==> src/rtl/rf_codec_pkg.sv <==
// Shared types and interval-window helpers for the Manchester receive path.
package rf_codec_pkg;

    // Decoder lock state.
    typedef enum logic [0:0] {
        StHunt,
        StLocked
    } dec_state_e;

    // Classification of the time elapsed since the last mid-bit edge.
    typedef enum logic [1:0] {
        ClsShort,
        ClsLong,
        ClsGlitch,
        ClsTimeout
    } interval_cls_e;

    // Lower bound of a SHORT (half-bit) interval.
    function automatic int unsigned short_lo(input int unsigned osr);
        return osr / 2;
    endfunction

    // Lower bound of a LONG (full-bit) interval.
    function automatic int unsigned long_lo(input int unsigned osr);
        return (3 * osr) / 2;
    endfunction

    // Upper bound (inclusive) of a LONG interval; anything beyond is a timeout.
    function automatic int unsigned long_hi(input int unsigned osr);
        return (5 * osr) / 2;
    endfunction

    // Saturation value of the interval counter.
    function automatic int unsigned cnt_max(input int unsigned osr);
        return 3 * osr;
    endfunction

    // Map an elapsed-cycle count onto its interval class.
    function automatic interval_cls_e classify(input int unsigned cnt, input int unsigned osr);
        if (cnt < short_lo(osr)) begin
            return ClsGlitch;
        end else if (cnt < long_lo(osr)) begin
            return ClsShort;
        end else if (cnt <= long_hi(osr)) begin
            return ClsLong;
        end
        return ClsTimeout;
    endfunction

endpackage

==> src/rtl/edge_sync.sv <==
// Line conditioning for the Manchester decoder: 2-flop synchronizer, optional
// 3-sample majority filter (MANCHESTER_DEC_GLITCH_FILTER_EN) and edge detect.
// The edge strobe is combinational from the conditioned level so the decoder
// registers it 3 cycles after a din transition (4 with the filter).
module edge_sync
    import rf_codec_pkg::*;
(
    input  logic clk2x_i,
    input  logic rst_ni,
    input  logic din_i,
    output logic level_o,
    output logic edge_o
);

    logic sync1_q;
    logic sync2_q;
    logic prev_q;
    logic level;

    // Bring the asynchronous line into the clk2x domain.
    always_ff @(posedge clk2x_i) begin
        if (!rst_ni) begin
            sync1_q <= 1'b0;
            sync2_q <= 1'b0;
        end else begin
            sync1_q <= din_i;
            sync2_q <= sync1_q;
        end
    end

`ifdef MANCHESTER_DEC_GLITCH_FILTER_EN
    logic hist1_q;
    logic hist2_q;

    // Sample history for the majority vote; a lone 1-sample pulse never wins.
    always_ff @(posedge clk2x_i) begin
        if (!rst_ni) begin
            hist1_q <= 1'b0;
            hist2_q <= 1'b0;
        end else begin
            hist1_q <= sync2_q;
            hist2_q <= hist1_q;
        end
    end

    assign level = (sync2_q & hist1_q) | (sync2_q & hist2_q) | (hist1_q & hist2_q);
`else
    assign level = sync2_q;
`endif

    // Remember the previous conditioned level for edge detection.
    always_ff @(posedge clk2x_i) begin
        if (!rst_ni) begin
            prev_q <= 1'b0;
        end else begin
            prev_q <= level;
        end
    end

    assign level_o = level;
    assign edge_o  = level ^ prev_q;

endmodule

==> src/rtl/manchester_decoder.sv <==
// Oversampling Manchester decoder (bit 1 = high->low mid-bit, bit 0 = low->high).
// Locks on the first full-bit interval between mid-bit edges, then tracks every
// mid-bit edge and flags timing violations. Optional glitch filter is enabled
// with MANCHESTER_DEC_GLITCH_FILTER_EN (adds one cycle of latency).
module manchester_decoder
    import rf_codec_pkg::*;
#(
    parameter int unsigned OSR = 8
) (
    input  logic clk2x,
    input  logic rst_n,
    input  logic enable,
    input  logic din,
    output logic dout,
    output logic valid,
    output logic locked,
    output logic err
);

    localparam int unsigned CNT_W = $clog2(3 * OSR + 1);
    localparam logic [CNT_W-1:0] CntMax = CNT_W'(cnt_max(OSR));
    // The edge cycle itself is the first cycle of the new interval, so a run of
    // N cycles between edge strobes reads back as cnt == N.
    localparam logic [CNT_W-1:0] CntRestart = CNT_W'(1);

    logic          level;
    logic          edge_stb;
    dec_state_e    state_q, state_d;
    logic [CNT_W-1:0] cnt_q, cnt_d;
    logic          started_q, started_d;
    logic          seen_q, seen_d;
    logic          dout_q, dout_d;
    logic          valid_q, valid_d;
    logic          err_q, err_d;
    interval_cls_e cls;

    edge_sync u_edge_sync (
        .clk2x_i (clk2x),
        .rst_ni  (rst_n),
        .din_i   (din),
        .level_o (level),
        .edge_o  (edge_stb)
    );

    // Lock FSM, interval counter and bit-emit decisions.
    always_comb begin
        state_d   = state_q;
        cnt_d     = (cnt_q == CntMax) ? cnt_q : cnt_q + CNT_W'(1);
        started_d = started_q;
        seen_d    = seen_q;
        dout_d    = dout_q;
        valid_d   = 1'b0;
        err_d     = 1'b0;
        cls       = classify(32'(cnt_q), OSR);

        if (!enable) begin
            state_d   = StHunt;
            cnt_d     = '0;
            started_d = 1'b0;
            seen_d    = 1'b0;
            dout_d    = 1'b0;
        end else begin
            unique case (state_q)
                StHunt: begin
                    if (edge_stb) begin
                        // Only a full-bit gap guarantees both edges were mid-bit.
                        cnt_d     = CntRestart;
                        started_d = 1'b1;
                        seen_d    = 1'b0;
                        if (started_q && (cls == ClsLong)) begin
                            dout_d  = ~level;
                            valid_d = 1'b1;
                            state_d = StLocked;
                        end
                    end
                end
                StLocked: begin
                    if (edge_stb) begin
                        if (cls == ClsLong) begin
                            dout_d  = ~level;
                            valid_d = 1'b1;
                            cnt_d   = CntRestart;
                            seen_d  = 1'b0;
                        end else if ((cls == ClsShort) && !seen_q) begin
                            // Bit-boundary edge: keep timing from the last mid-bit edge.
                            seen_d = 1'b1;
                        end else begin
                            err_d   = 1'b1;
                            state_d = StHunt;
                            cnt_d   = CntRestart;
                            seen_d  = 1'b0;
                        end
                    end else if (cls == ClsTimeout) begin
                        err_d   = 1'b1;
                        state_d = StHunt;
                        seen_d  = 1'b0;
                    end
                end
                default: begin
                    state_d = StHunt;
                end
            endcase
        end
    end

    // State and output registers with synchronous active-low reset.
    always_ff @(posedge clk2x) begin
        if (!rst_n) begin
            state_q   <= StHunt;
            cnt_q     <= '0;
            started_q <= 1'b0;
            seen_q    <= 1'b0;
            dout_q    <= 1'b0;
            valid_q   <= 1'b0;
            err_q     <= 1'b0;
        end else begin
            state_q   <= state_d;
            cnt_q     <= cnt_d;
            started_q <= started_d;
            seen_q    <= seen_d;
            dout_q    <= dout_d;
            valid_q   <= valid_d;
            err_q     <= err_d;
        end
    end

    // enable gates the outputs combinationally so an abort silences them at once.
    assign dout   = dout_q & enable;
    assign valid  = valid_q & enable;
    assign err    = err_q & enable;
    assign locked = (state_q == StLocked) & enable;

endmodule

==> config.mk <==
export PLATFORM = sky130hd
export DESIGN_NAME = manchester_decoder
export DESIGN_NICKNAME = d
export VERILOG_FILES = /design/src/rtl/rf_codec_pkg.sv /design/src/rtl/edge_sync.sv /design/src/rtl/manchester_decoder.sv
export SDC_FILE = /design/constraint.sdc
export NUM_CORES = 1
export LEC_CHECK = 0
export BUFFER_PORTS_ARGS = -buffer_cell sky130_fd_sc_hd__buf_2
export CAP_MARGIN = 15
export CORE_AREA = 5 5 42 44
export DETAILED_ROUTE_END_ITERATION = 10
export DIE_AREA = 0 0 47 49
export GPL_ROUTABILITY_DRIVEN = 0
export PLACE_DENSITY = 0.71
export SETUP_SLACK_MARGIN = 0.15
export SYNTH_ARGS = -nofsm -noshare
export SYNTH_HDL_FRONTEND = slang
export SYNTH_SLANG_ARGS = --single-unit
==> constraint.sdc <==
create_clock -name clk2x -period 1.29 [get_ports clk2x]
set_input_delay 0.258 -clock clk2x [delete_from_list [all_inputs] [get_ports clk2x]]
set_output_delay 0.258 -clock clk2x [all_outputs]
set_load 0.01 [all_outputs]
### After elaboration in Yosys (flattened, before gate mapping)

Cells that the tools add are included.

| operators by class | value |
|---|---|
| $add $sub $neg | 1 |
| $lt $le $gt $ge | 3 |
| equal/unequal tests | 8 |
| muxes and demuxes | 37 |
| bitwise operators | 7 |
| reduce and logical (&&, ||, !) cells | 9 |

Operator list:

| kind | count |
|---|---|
| $mux W5 | 5 |
| $mux W1 | 23 |
| $pmux W5 S2 | 1 |
| $mux W2 | 4 |
| $pmux W1 S2 | 4 |
| $ne A2 B2 Y1 const B | 3 |
| $reduce_and A2 Y1 | 3 |
| $add A5 B1 Y5 const B | 1 |
| $eq A5 B5 Y1 const B | 1 |
| $le A5 B5 Y1 const B | 1 |
| $lt A5 B3 Y1 const B | 1 |
| $lt A5 B4 Y1 const B | 1 |
| $and A1 B1 Y1 | 4 |
| $reduce_and A4 Y1 | 1 |
| $ne A3 B2 Y1 const B | 1 |
| $reduce_and A3 Y1 | 1 |
| $eq A2 B1 Y1 const B | 1 |
| $eq A2 B2 Y1 const B | 1 |
| $logic_and A1 B1 Y1 | 2 |
| $logic_not A2 Y1 | 1 |
| $ne A2 B1 Y1 const B | 1 |
| $not A1 Y1 | 2 |
| $logic_not A1 Y1 | 1 |
| $xor A1 B1 Y1 | 1 |

| storage, ports and cells | value |
|---|---|
| flip-flop bits (word level) | 14 |
| output and inout bits | 4 |
| logic and storage cells | 75 |

### Depth between registers and ports, before layout

Gate-level depths: netlist of the first run.

| depth | value |
|---|---|
| depth in word-level cells | 11 |
| gate-level depth with buffers | 6 |
| mapped depth without buffers | 6 |

### By module

Synthesis of the first run repeated with hierarchy kept, for this count alone.

| unflattened totals | value |
|---|---|
| cells, all modules | 75 |
| area total of the unflattened synthesis | 704.4 sq um |

By module, submodules not included:

| module | instances | cells an instance | area each (sq um) | sequential area each (sq um) |
|---|---|---|---|---|
| manchester_decoder | 1 | 68 | 615.6 | 220.2 |
| edge_sync | 1 | 7 | 88.8 | 60.1 |

### Worst setup path after synthesis of the first run

OpenSTA, ideal clock, no wires.

| path | value |
|---|---|
| path type | flip-flop to flip-flop |
| from | reg cnt_q[0] |
| to | reg cnt_q[0] |
| setup time | 120 ps |
| arrival time | 983 ps |
| setup slack | 187 ps |
| cell stages (with the launch flop) | 7 |
| buffers on the path | 0 |
| clock period less this slack | 1,103 ps |
| path through | dfxtp_1 > inv_1 > ha_1 > nand4b_2 > xnor2_1 > a21oi_1 > nor2_1 |

| on the way | value |
|---|---|
| word-level cells in the longest chain between the ends | 11 |
| elaborated cells on any way between the ends | 20 |

Ends and longest elaborated chain:

| item | RTL line | text |
|---|---|---|
| start, declared | manchester_decoder.sv:29 | `logic [CNT_W-1:0] cnt_q, cnt_d;` |
| start signal, assigned | manchester_decoder.sv:118 | `cnt_q <= cnt_d;` |
| $le A5 B5 Y1 | rf_codec_pkg.sv:44 | `end else if (cnt <= long_hi(osr)) begin` |
| $mux W1 | rf_codec_pkg.sv:44 |  |
| $mux W1 | rf_codec_pkg.sv:42 | `end else if (cnt < long_lo(osr)) begin` |
| $mux W1 | rf_codec_pkg.sv:40 | `if (cnt < short_lo(osr)) begin` |
| $mux W2 | rf_codec_pkg.sv:47 | `return ClsTimeout;` |
| $logic_not A2 Y1 | manchester_decoder.sv:84 | `end else if ((cls == ClsShort) && !seen_q) begin` |
| $logic_and A1 B1 Y1 | manchester_decoder.sv:84 |  |
| $mux W5 | manchester_decoder.sv:84 |  |
| $mux W5 | manchester_decoder.sv:79 | `if (cls == ClsLong) begin` |
| $mux W5 | manchester_decoder.sv:78 | `if (edge_stb) begin` |
| $pmux W5 S2 * | manchester_decoder.sv:63 | `unique case (state_q)` |

Mark *: on every way between the ends. The rest lies on a longest branch, timed or not.
A chain may end at the register's enable or synchronous reset.

### Worst setup path after layout of the first run

| path | value |
|---|---|
| from | reg state_q |
| to | out locked |

| on the way | value |
|---|---|
| word-level cells in the longest chain between the ends | 1 |

Ends and longest elaborated chain:

| item | RTL line | text |
|---|---|---|
| start, declared | manchester_decoder.sv:28 | `dec_state_e state_q, state_d;` |
| start signal, assigned | manchester_decoder.sv:109 | `state_q <= StHunt;` |
| start signal, assigned | manchester_decoder.sv:117 | `state_q <= state_d;` |
| $and A1 B1 Y1 | manchester_decoder.sv:131 | `assign locked = (state_q == StLocked) & enable;` |
| end, declared | manchester_decoder.sv:16 | `output logic locked,` |

Every way passes these cells.

==> impl_metrics.py, run 1 <==
metrics = {
    "layout": {
        "n_fill_cell": 104,
        "nets": 103,
        "drive_above_1_share_pct": 49.0,
        "area_growth_pct": 37.6,
        "multi_input_area_um2": 429,
        "diodes": 0,
        "design_area_um2": 930,
        "ff_latch_area_um2": 299,
        "fin_cells": 112,
    },
    "die": {
        "start_util_pct": 48.2,
        "dieArea_mm2": 0.00230,
        "io_pins": 8,
        "die-height_um": 49,
        "row_count": 14,
        "chipWidth_um": 47,
        "core_area_mm2": 0.00140,
    },
    "drt": {
        "num_vias": 586,
        "wire_per_inst_um": 13.1,
        "wirelength_um": 1470,
        "viasPerCell": 5.23,
        "first_iter_violations": 10,
        "drc": 0,
        "dr.pass1.iters": 2,
        "ant_nets": 0,
    },
    "place": {
        "dp_cells": 99,
        "dp_hpwl_um": 863,
        "io_buffers": 7,
        "place_area_um2": 723,
    },
    "clocking": {
        "clkTransAtPathRegs_ps": 90,
        "clockBufferDepth": 2,
        "root_buffer": "clkbuf_4",
        "htreeDepth": 1,
        "numCtsBuffers": 3,
        "clk-insertion-delay-late_ps": 280,
        "clock_sinks": 14,
        "cts_tree": "yes",
    },
    "synth": {
        "async_flop_share_pct": 0,
        "syn_nets": 82,
        "synth_top_area_share_pct": 41.5,
        "ys_types": 22,
        "synth.largest_area_cell": "dfxtp_1",
        "synth-edff-count": 0,
        "synth_most_common_cell": "dfxtp_1",
        "synth-main-ff-cell": "dfxtp_1",
        "synthTopCellsByArea": "dfxtp_1 41%, nor2_1 6.7%, and2_1 6.5%",
        "yosysWarnings": 0,
        "seq_area_frac_synth_pct": 41.5,
        "avgSynthCellArea_um2": 8.89,
        "ys_top_cells_by_count": "14 x dfxtp_1, 12 x nor2_1, 8 x a21oi_1",
        "ys_seq_elements": 14,
        "syn_inst": 76,
        "synth.cell_area_um2": 676,
    },
    "critical_path": {
        "arrival_ps": 900,
        "critical_path_class": "reg2out",
        "required_ps": 1030,
        "worstPathMaxFanout": 5,
        "slowest_stage": "dfxtp_4",
        "slowest_delay_ps": 360,
        "critPathCaptureType": "output port",
        "critical_path.startpoint_type": "flop",
        "crit_chain": "and2_4 > buf_6",
    },
    "pwr": {
        "power_leakage_uw": 0.000376,
        "powerDensity_mw_per_mm2": 874,
        "vdd_drop_max_mv": 0.749,
    },
    "sta": {
        "grt_setup_unrepaired": "true",
        "hold_violations": 0,
        "relSlewSlack_pct": 80.4,
        "skew_ps": 7.39,
        "slew_violations": 0,
        "max_freq_mhz": 866,
        "tightest_slew_ps": 294,
        "finalCritPeriodShare_pct": 89.5,
        "setup_viol": 0,
        "min_period_ps": 1150,
        "tns_ps": 0,
    },
    "global_route": {
        "track_usage_pct": 13.2,
        "grt_overflow": 0,
        "antenna_found_initial": 0,
        "grt_pass1_wl_um": 2200,
        "grt_pass1_vias": 490,
        "grt_max_degree": 10,
    },
    "worst_hold_path": {
        "hold_path_class": "in2reg",
    },
    "flow_run": {
        "maxCapViolCount": 0,
    },
    "status": {
        "status": "finished, final reports clean",
    },
}
path summary, 6_finish.rpt:
kind | slack [ps] | endpoint | cells past startpoint | start
max | 140 | locked | 2 | state_q
min | 200 | u_edge_sync.sync1_q | 2 | din
max reg2reg | 140 | dout_q | 5 | cnt_q[0]
min reg2reg | 440 | u_edge_sync.level_o | 1 | u_edge_sync.sync1_q
cell usage in the layout, fill, tap and decap left out, drive strengths merged:
cell and count:
ha 2, o211ai 2, dfxtp 14, xor2 5
buf 18, o21ai 1, clkbuf 4, a21o 1
and2 7, nor3 1, nand3 4, o22ai 1
and3 1, xnor2 2, inv 3, nand4 2
nand2 5, nand4b 1, o21a 1, a21oi 8
nand2b 1, nor2 12
routing by layer:
layer / track usage, % / share of wire [%] / up-vias
met4: 4.15 / 1.8 / 0
met1: 16.9 / 41 / 274
met5: 0 / 0 / -
met2: 19.0 / 52 / 13
li1: - / - / 295
met3: 6.64 / 4.7 / 4
area by class of cell:
cell class | instances | area share (%)
multi-input cells | 57 | 46.2
inverters | 3 | 1.21
repair buffers | 18 | 14.4
flip-flops and latches | 14 | 32.2
well taps | 16 | 2.15
clock buffers | 4 | 3.90
per-stage QoR:
stage               total power [uW]  hold WS, ps  setup slack [ps]  utilization [%]
floorplan                        484          374               187                -
global placement                 499          412              66.6             51.6
detailed placement               500          427              48.1             51.6
CTS                              822          182              86.1             57.4
global route                     861          199              51.5             66.3
finish                           813          196               136             66.3
kinds of logic (layout without fill, tap and decap cells):
logic type	count (synthesis)	in the layout	synth area share, %
compound gates	14	14	13.0
xor+xnor	7	7	11.3
fa+ha+maj	2	2	3.70
buf+inv	5	25	5.00
flops	14	14	41.5
simple gates	34	34	25.6
what timing repair did:
action / in CTS / in global routing
hold buffers: 0 / 0
resized for setup: 14 / 16
endpoints found under the setup margin: 9 / 13
pin swaps: 5 / 5
setup buffers: 0 / 9
critical path, delay by kind of cell, from the launching register on:
kind                   cells  cell delay (ps)
DFF                        1              360
buffers and inverters      1              110
and+or+nand+nor            1              140
power by group:
group / internal (uW) / switching (uW)
combinational: 27.9 / 32.7
clock: 172 / 138
sequential: 434 / 7.67
total: 634 / 179
registers in the layout (all words and copies together) (netlist names):
signal               count
u_edge_sync.sync1_q      1
dout_q                   1
started_q                1
valid_q                  1
u_edge_sync.level_o      1
state_q                  1
err_q                    1
cnt_q                    5
seen_q                   1
u_edge_sync.prev_q       1
Power figures use the tool's default switching activity.
==> inputs of run 2 (changes only) <==
--- a/config.mk
+++ b/config.mk
@@ -7,9 +7,9 @@
 export LEC_CHECK = 0
 export BUFFER_PORTS_ARGS = -buffer_cell sky130_fd_sc_hd__buf_2
 export CAP_MARGIN = 15
-export CORE_AREA = 5 5 42 44
+export CORE_AREA = 2 2 39 41
 export DETAILED_ROUTE_END_ITERATION = 10
-export DIE_AREA = 0 0 47 49
+export DIE_AREA = 0 0 41 43
 export GPL_ROUTABILITY_DRIVEN = 0
 export PLACE_DENSITY = 0.71
 export SETUP_SLACK_MARGIN = 0.15
==> constraint.sdc (replaced) <==
create_clock -name clk2x -period 1.1 [get_ports clk2x]
set_input_delay 0.22 -clock clk2x [delete_from_list [all_inputs] [get_ports clk2x]]
set_output_delay 0.22 -clock clk2x [all_outputs]
set_load 0.01 [all_outputs]
==> run 2 against run 1 <==
  * The run now ends with setup timing left
  * Die area shrank 23%
  * Cell count down 2.7%
  * First-iteration DRC count is 20% lower
  * Wire length down 14%
  * Hold slack worse by 39 ps
  * Largest power group unchanged
==> impl_metrics.py, run 2 (synthesized netlist as in run 1, its figures left out) <==
metrics = {
    "layout": {
        "drive_above_1_share_pct": 47.3,
        "diodes": 0,
        "final_util_pct": 68.4,
        "area_growth_pct": 40.0,
        "largest_register_ffs": 5,
        "regMostFlops": "cnt_q",
        "design_area_um2": 946,
        "nets": 101,
        "final_common_cell": "nor2_1",
        "fin_cells": 109,
        "layout_common_cells": "12 x nor2_1, 8 x a21oi_1, 6 x dfxtp_2",
    },
    "drt": {
        "num_vias": 556,
        "viasPerCell": 5.10,
        "first_iter_violations": 8,
        "wirelength_um": 1260,
        "drc": 0,
        "ant_nets": 0,
        "wire_per_inst_um": 11.5,
        "dr.pass1.iters": 3,
    },
    "sta": {
        "min_period_ps": 1110,
        "finalCritPeriodShare_pct": 101,
        "slew_violations": 0,
        "skew_ps": 6.78,
        "tightest_slew_ps": 256,
        "setup_slack_ps": -9.48,
        "grt_setup_unrepaired": "true",
        "max_freq_mhz": 901,
        "hold_violations": 0,
        "setup_viol": 4,
        "relSlewSlack_pct": 82.9,
        "hold_ws_ps": 157,
    },
    "pwr": {
        "powerDensity_mw_per_mm2": 898,
        "power_leakage_uw": 0.000410,
        "vdd_drop_max_mv": 0.836,
    },
    "place": {
        "io_buffers": 7,
        "dp_cells": 101,
        "dp_hpwl_um": 888,
        "place_area_um2": 785,
        "dp_slack_ps": -77.4,
    },
    "critical_path": {
        "slowest_stage": "dfxtp_2",
        "arrival_ps": 1310,
        "slowest_delay_ps": 360,
        "critical_path.startpoint_type": "flop",
        "critical_path_class": "reg2reg",
        "critPathCaptureType": "flop",
        "required_ps": 1300,
        "crit_chain": "buf_6 > xor2_4 > nand3_2 > a21o_1 > nor2_1",
        "worstPathMaxFanout": 4,
    },
    "clocking": {
        "clockBufferDepth": 2,
        "htreeDepth": 1,
        "cts_tree": "yes",
        "clock_sinks": 14,
        "root_buffer": "clkbuf_4",
        "clkTransAtPathRegs_ps": 70,
        "clk-insertion-delay-late_ps": 270,
        "numCtsBuffers": 3,
    },
    "die": {
        "row_count": 14,
        "start_util_pct": 48.8,
        "dieArea_mm2": 0.00176,
        "io_pins": 8,
        "die-height_um": 43,
        "core_area_mm2": 0.00138,
        "chipWidth_um": 41,
    },
    "global_route": {
        "antenna_found_initial": 0,
        "grt_pass1_wl_um": 2130,
        "grt_overflow": 0,
        "grt_pass1_vias": 552,
        "track_usage_pct": 18.3,
        "grt_max_degree": 9,
    },
    "status": {
        "violations": "setup timing",
        "status": "complete, but fails checks",
    },
    "flow_run": {
        "maxCapViolCount": 0,
    },
    "worst_hold_path": {
        "hold_path_class": "in2reg",
    },
}
-- run 2: per-layer routing --
metal,track usage [%],part of all wire (%)
met1,21.7,44
met2,28.4,52
met3,9.42,3.8
met4,4.00,0
met5,0,0
-- run 2: area by class of cell --
type | instances | area [um2]
repair buffers | 16 | 139
fillers | 110 | 438
multi-input cells | 57 | 454
inverters | 3 | 11.3
clock buffers | 3 | 22.5
flip-flops and latches | 14 | 299
well taps | 16 | 20.0
-- run 2: worst max-delay path: cells and delay by family, from the launching register on --
kind / cells / cell delay (ps)
compound gates: 1 / 210
xor+xnor: 1 / 160
simple gates: 2 / 190
buf+inv: 1 / 120
flops: 1 / 360
-- run 2: what timing repair did --
| action | in CTS | in global routing |
|---|---|---|
| pin swaps | 7 | 7 |
| hold buffers | 0 | 0 |
| setup endpoints to repair | 14 | 14 |
| buffers inserted | 5 | 0 |
| gates resized for setup | 12 | 12 |
-- run 2: worst paths after layout --
check                                    startpoint             endpoint  slack [ps]  cells after the start
worst max-delay path                       cnt_q[2]             cnt_q[1]          -9                      5
worst min-delay path                            din  u_edge_sync.sync1_q         160                      2
worst max register to register             cnt_q[2]             cnt_q[1]          -9                      5
worst min register to register  u_edge_sync.sync1_q  u_edge_sync.level_o         430                      1
-- run 2: power by group --
part	total, uW	internal (uW)	switching, uW	leakage, uW
combinational	60.1	29.6	30.5	0.000278
clock	267	127	140	0.0000138
sequential	523	511	11.9	0.000119
total	850	667	182	0.000410
-- run 2: through the flow --
step	total power, uW	setup TNS (ps)
floorplan	575	0
global placement	590	-264
detailed placement	592	-291
CTS	869	-126
global route	888	-553
finish	850	-19.4
==> inputs of run 3 (changes only) <==
--- a/config.mk
+++ b/config.mk
@@ -5,13 +5,14 @@
 export SDC_FILE = /design/constraint.sdc
 export NUM_CORES = 1
 export LEC_CHECK = 0
-export BUFFER_PORTS_ARGS = -buffer_cell sky130_fd_sc_hd__buf_2
 export CAP_MARGIN = 15
 export CORE_AREA = 2 2 39 41
+export CTS_BUF_LIST = sky130_fd_sc_hd__clkbuf_8
 export DETAILED_ROUTE_END_ITERATION = 10
 export DIE_AREA = 0 0 41 43
+export DONT_BUFFER_PORTS = 1
 export GPL_ROUTABILITY_DRIVEN = 0
-export PLACE_DENSITY = 0.71
+export PLACE_DENSITY = 0.66
 export SETUP_SLACK_MARGIN = 0.15
 export SYNTH_ARGS = -nofsm -noshare
 export SYNTH_HDL_FRONTEND = slang
==> run 3 against run 2 <==
  * The flow still finishes with violations (setup timing)
  * Sequential cell count stayed put
  * Wire length rose by 8.1%
  * Utilization decreased by 2.2 points
  * Hold slack got worse by 56 ps
  * Cell count decreased by 2.8%
  * First-iteration DRC count rose to 3.0 times the previous value
  * Clock power rose by 53%
  * Clock skew down 2.9 ps
  * Combinational power is 17% higher
  * Setup slack lost 31 ps
  * Critical path type unchanged
==> impl_metrics.py, run 3 (synthesized netlist as in run 1, its figures left out) <==
metrics = {
    "critical_path": {
        "slowest_stage": "dfxtp_4",
        "critical_path.startpoint_type": "flop",
        "slowest_delay_ps": 360,
        "crit_family": "flip-flops",
        "rr_startpoint": "cnt_q[3]",
        "timing.critical_path.buf_inv": 1,
        "worstPathMaxFanout": 4,
        "reg2reg_slack_ps": -40,
        "required_ps": 1270,
        "rr_worst_depth": 5,
        "critPathCaptureType": "flop",
        "arrival_ps": 1310,
        "critical_path_class": "reg2reg",
        "r2r-end": "state_q",
        "crit_chain": "buf_4 > nand2_1 > o22ai_4 > nand4_1 > a21oi_1",
    },
    "die": {
        "core_area_mm2": 0.00138,
        "chipWidth_um": 41,
        "io_pins": 8,
        "row_count": 14,
        "die-height_um": 43,
        "dieArea_mm2": 0.00176,
        "start_util_pct": 48.8,
    },
    "clocking": {
        "clock_sinks": 14,
        "root_buffer": "clkbuf_8",
        "numCtsBuffers": 3,
        "htreeDepth": 1,
        "clkTransAtPathRegs_ps": 60,
        "hold_buffers": 0,
        "clk-insertion-delay-late_ps": 240,
        "cts_tree": "yes",
        "clockBufferDepth": 2,
    },
    "global_route": {
        "grt_pass1_wl_um": 2110,
        "antenna_found_initial": 0,
        "track_usage_pct": 18.1,
        "grt_max_degree": 8,
        "grt_pass1_vias": 500,
        "grt_overflow": 0,
    },
    "layout": {
        "ff_latch_area_um2": 299,
        "multi_input_area_um2": 435,
        "regMostFlops": "cnt_q",
        "drive_above_1_share_pct": 42.2,
        "n_fill_cell": 112,
        "area_growth_pct": 35.6,
        "largest_register_ffs": 5,
        "diodes": 0,
        "final_common_cell": "nor2_1",
        "nets": 98,
        "layout_common_cells": "12 x nor2_1, 10 x buf_4, 7 x a21oi_1, 7 x dfxtp_1, 5 x nand2_1",
    },
    "drt": {
        "wl_met3_um": 52,
        "met1_length_um": 623,
        "ant_nets": 0,
        "drc": 0,
        "routed.top_layer": "met4",
        "num_vias": 576,
        "viasPerCell": 5.43,
        "dr_wl_met2_um": 666,
        "dr.pass1.iters": 4,
        "wirelength_um": 1360,
        "wire_per_inst_um": 12.8,
        "first_iter_violations": 24,
    },
    "pwr": {
        "powerDensity_mw_per_mm2": 1090,
        "vdd_drop_max_mv": 0.947,
        "power.total_uw": 998,
        "power_leakage_uw": 0.000396,
    },
    "sta": {
        "setup_viol": 5,
        "hold_violations": 0,
        "setup_slack_ps": -40.2,
        "relSlewSlack_pct": 84.1,
        "tightest_slew_ps": 239,
        "grt_setup_unrepaired": "true",
        "skew_ps": 3.86,
        "min_period_ps": 1140,
        "max_freq_mhz": 877,
        "slew_violations": 0,
        "tns_ps": -114,
        "finalCritPeriodShare_pct": 104,
    },
    "status": {
        "status": "complete, but fails checks",
        "violations": "setup timing",
    },
    "place": {
        "io_buffers": 0,
        "dp_slack_ps": -43.7,
        "dp_hpwl_um": 848,
    },
    "worst_hold_path": {
        "min_from": "rst_n",
        "hold_end": "u_edge_sync.sync1_q",
        "min_path_cells": 1,
        "hold_path_class": "in2reg",
    },
    "flow_run": {
        "maxCapViolCount": 0,
    },
}
## run 3: worst max-delay path by stage
stage / start / end / slack [ps] / cells past startpoint
after global placement: cnt_q[3] / cnt_q[4] / -40 / 5
after floorplan: cnt_q[1] / cnt_q[0] / 80 / 6
after detailed placement: cnt_q[3] / cnt_q[4] / -40 / 5
final: cnt_q[3] / state_q / -40 / 5
after global routing: cnt_q[0] / cnt_q[0] / -100 / 6
after CTS: cnt_q[0] / cnt_q[0] / -20 / 6
## run 3: per-stage QoR
stage	std cells	utilization (%)	hold WS, ps	cell area [um2]
floorplan	76	-	336	709
global placement	98	55.4	349	767
detailed placement	98	55.4	349	767
CTS	105	62.8	95.3	870
global route	106	66.2	91.9	916
finish	106	66.2	101	916
## run 3: timing repair
item,CTS,global route
endpoints found under the hold margin,0,0
pin swaps,5,5
setup buffers,4,1
resized for setup,11,8
endpoints found under the setup margin,13,14
## run 3: routing by layer
layer	GRT usage [%]	up-vias
met3	7.85	2
met4	8.00	0
li1	-	289
met1	24.5	270
met5	0	-
met2	24.4	15
## run 3: worst register-to-register path: cells and delay by family, from the launching register on
kind | cells | cell delay, ps
buffers and inverters | 1 | 120
and+or+nand+nor | 2 | 220
AOI/OAI and AO/OA | 2 | 360
DFF | 1 | 360
## run 3: final cells by class
| type | count | area share (%) |
|---|---|---|
| tap | 16 | 2.19 |
| sequential | 14 | 32.7 |
| timing repair buffer | 13 | 11.9 |
| clock buffer | 3 | 4.51 |
| multi-input combinational | 57 | 47.5 |
| inverter | 3 | 1.23 |
## run 3: report_power, final
| group | switching (uW) | internal (uW) | total [uW] |
|---|---|---|---|
| registers | 11.0 | 509 | 520 |
| logic | 32.0 | 38.3 | 70.3 |
| clock network | 166 | 242 | 408 |
| total | 209 | 789 | 998 |
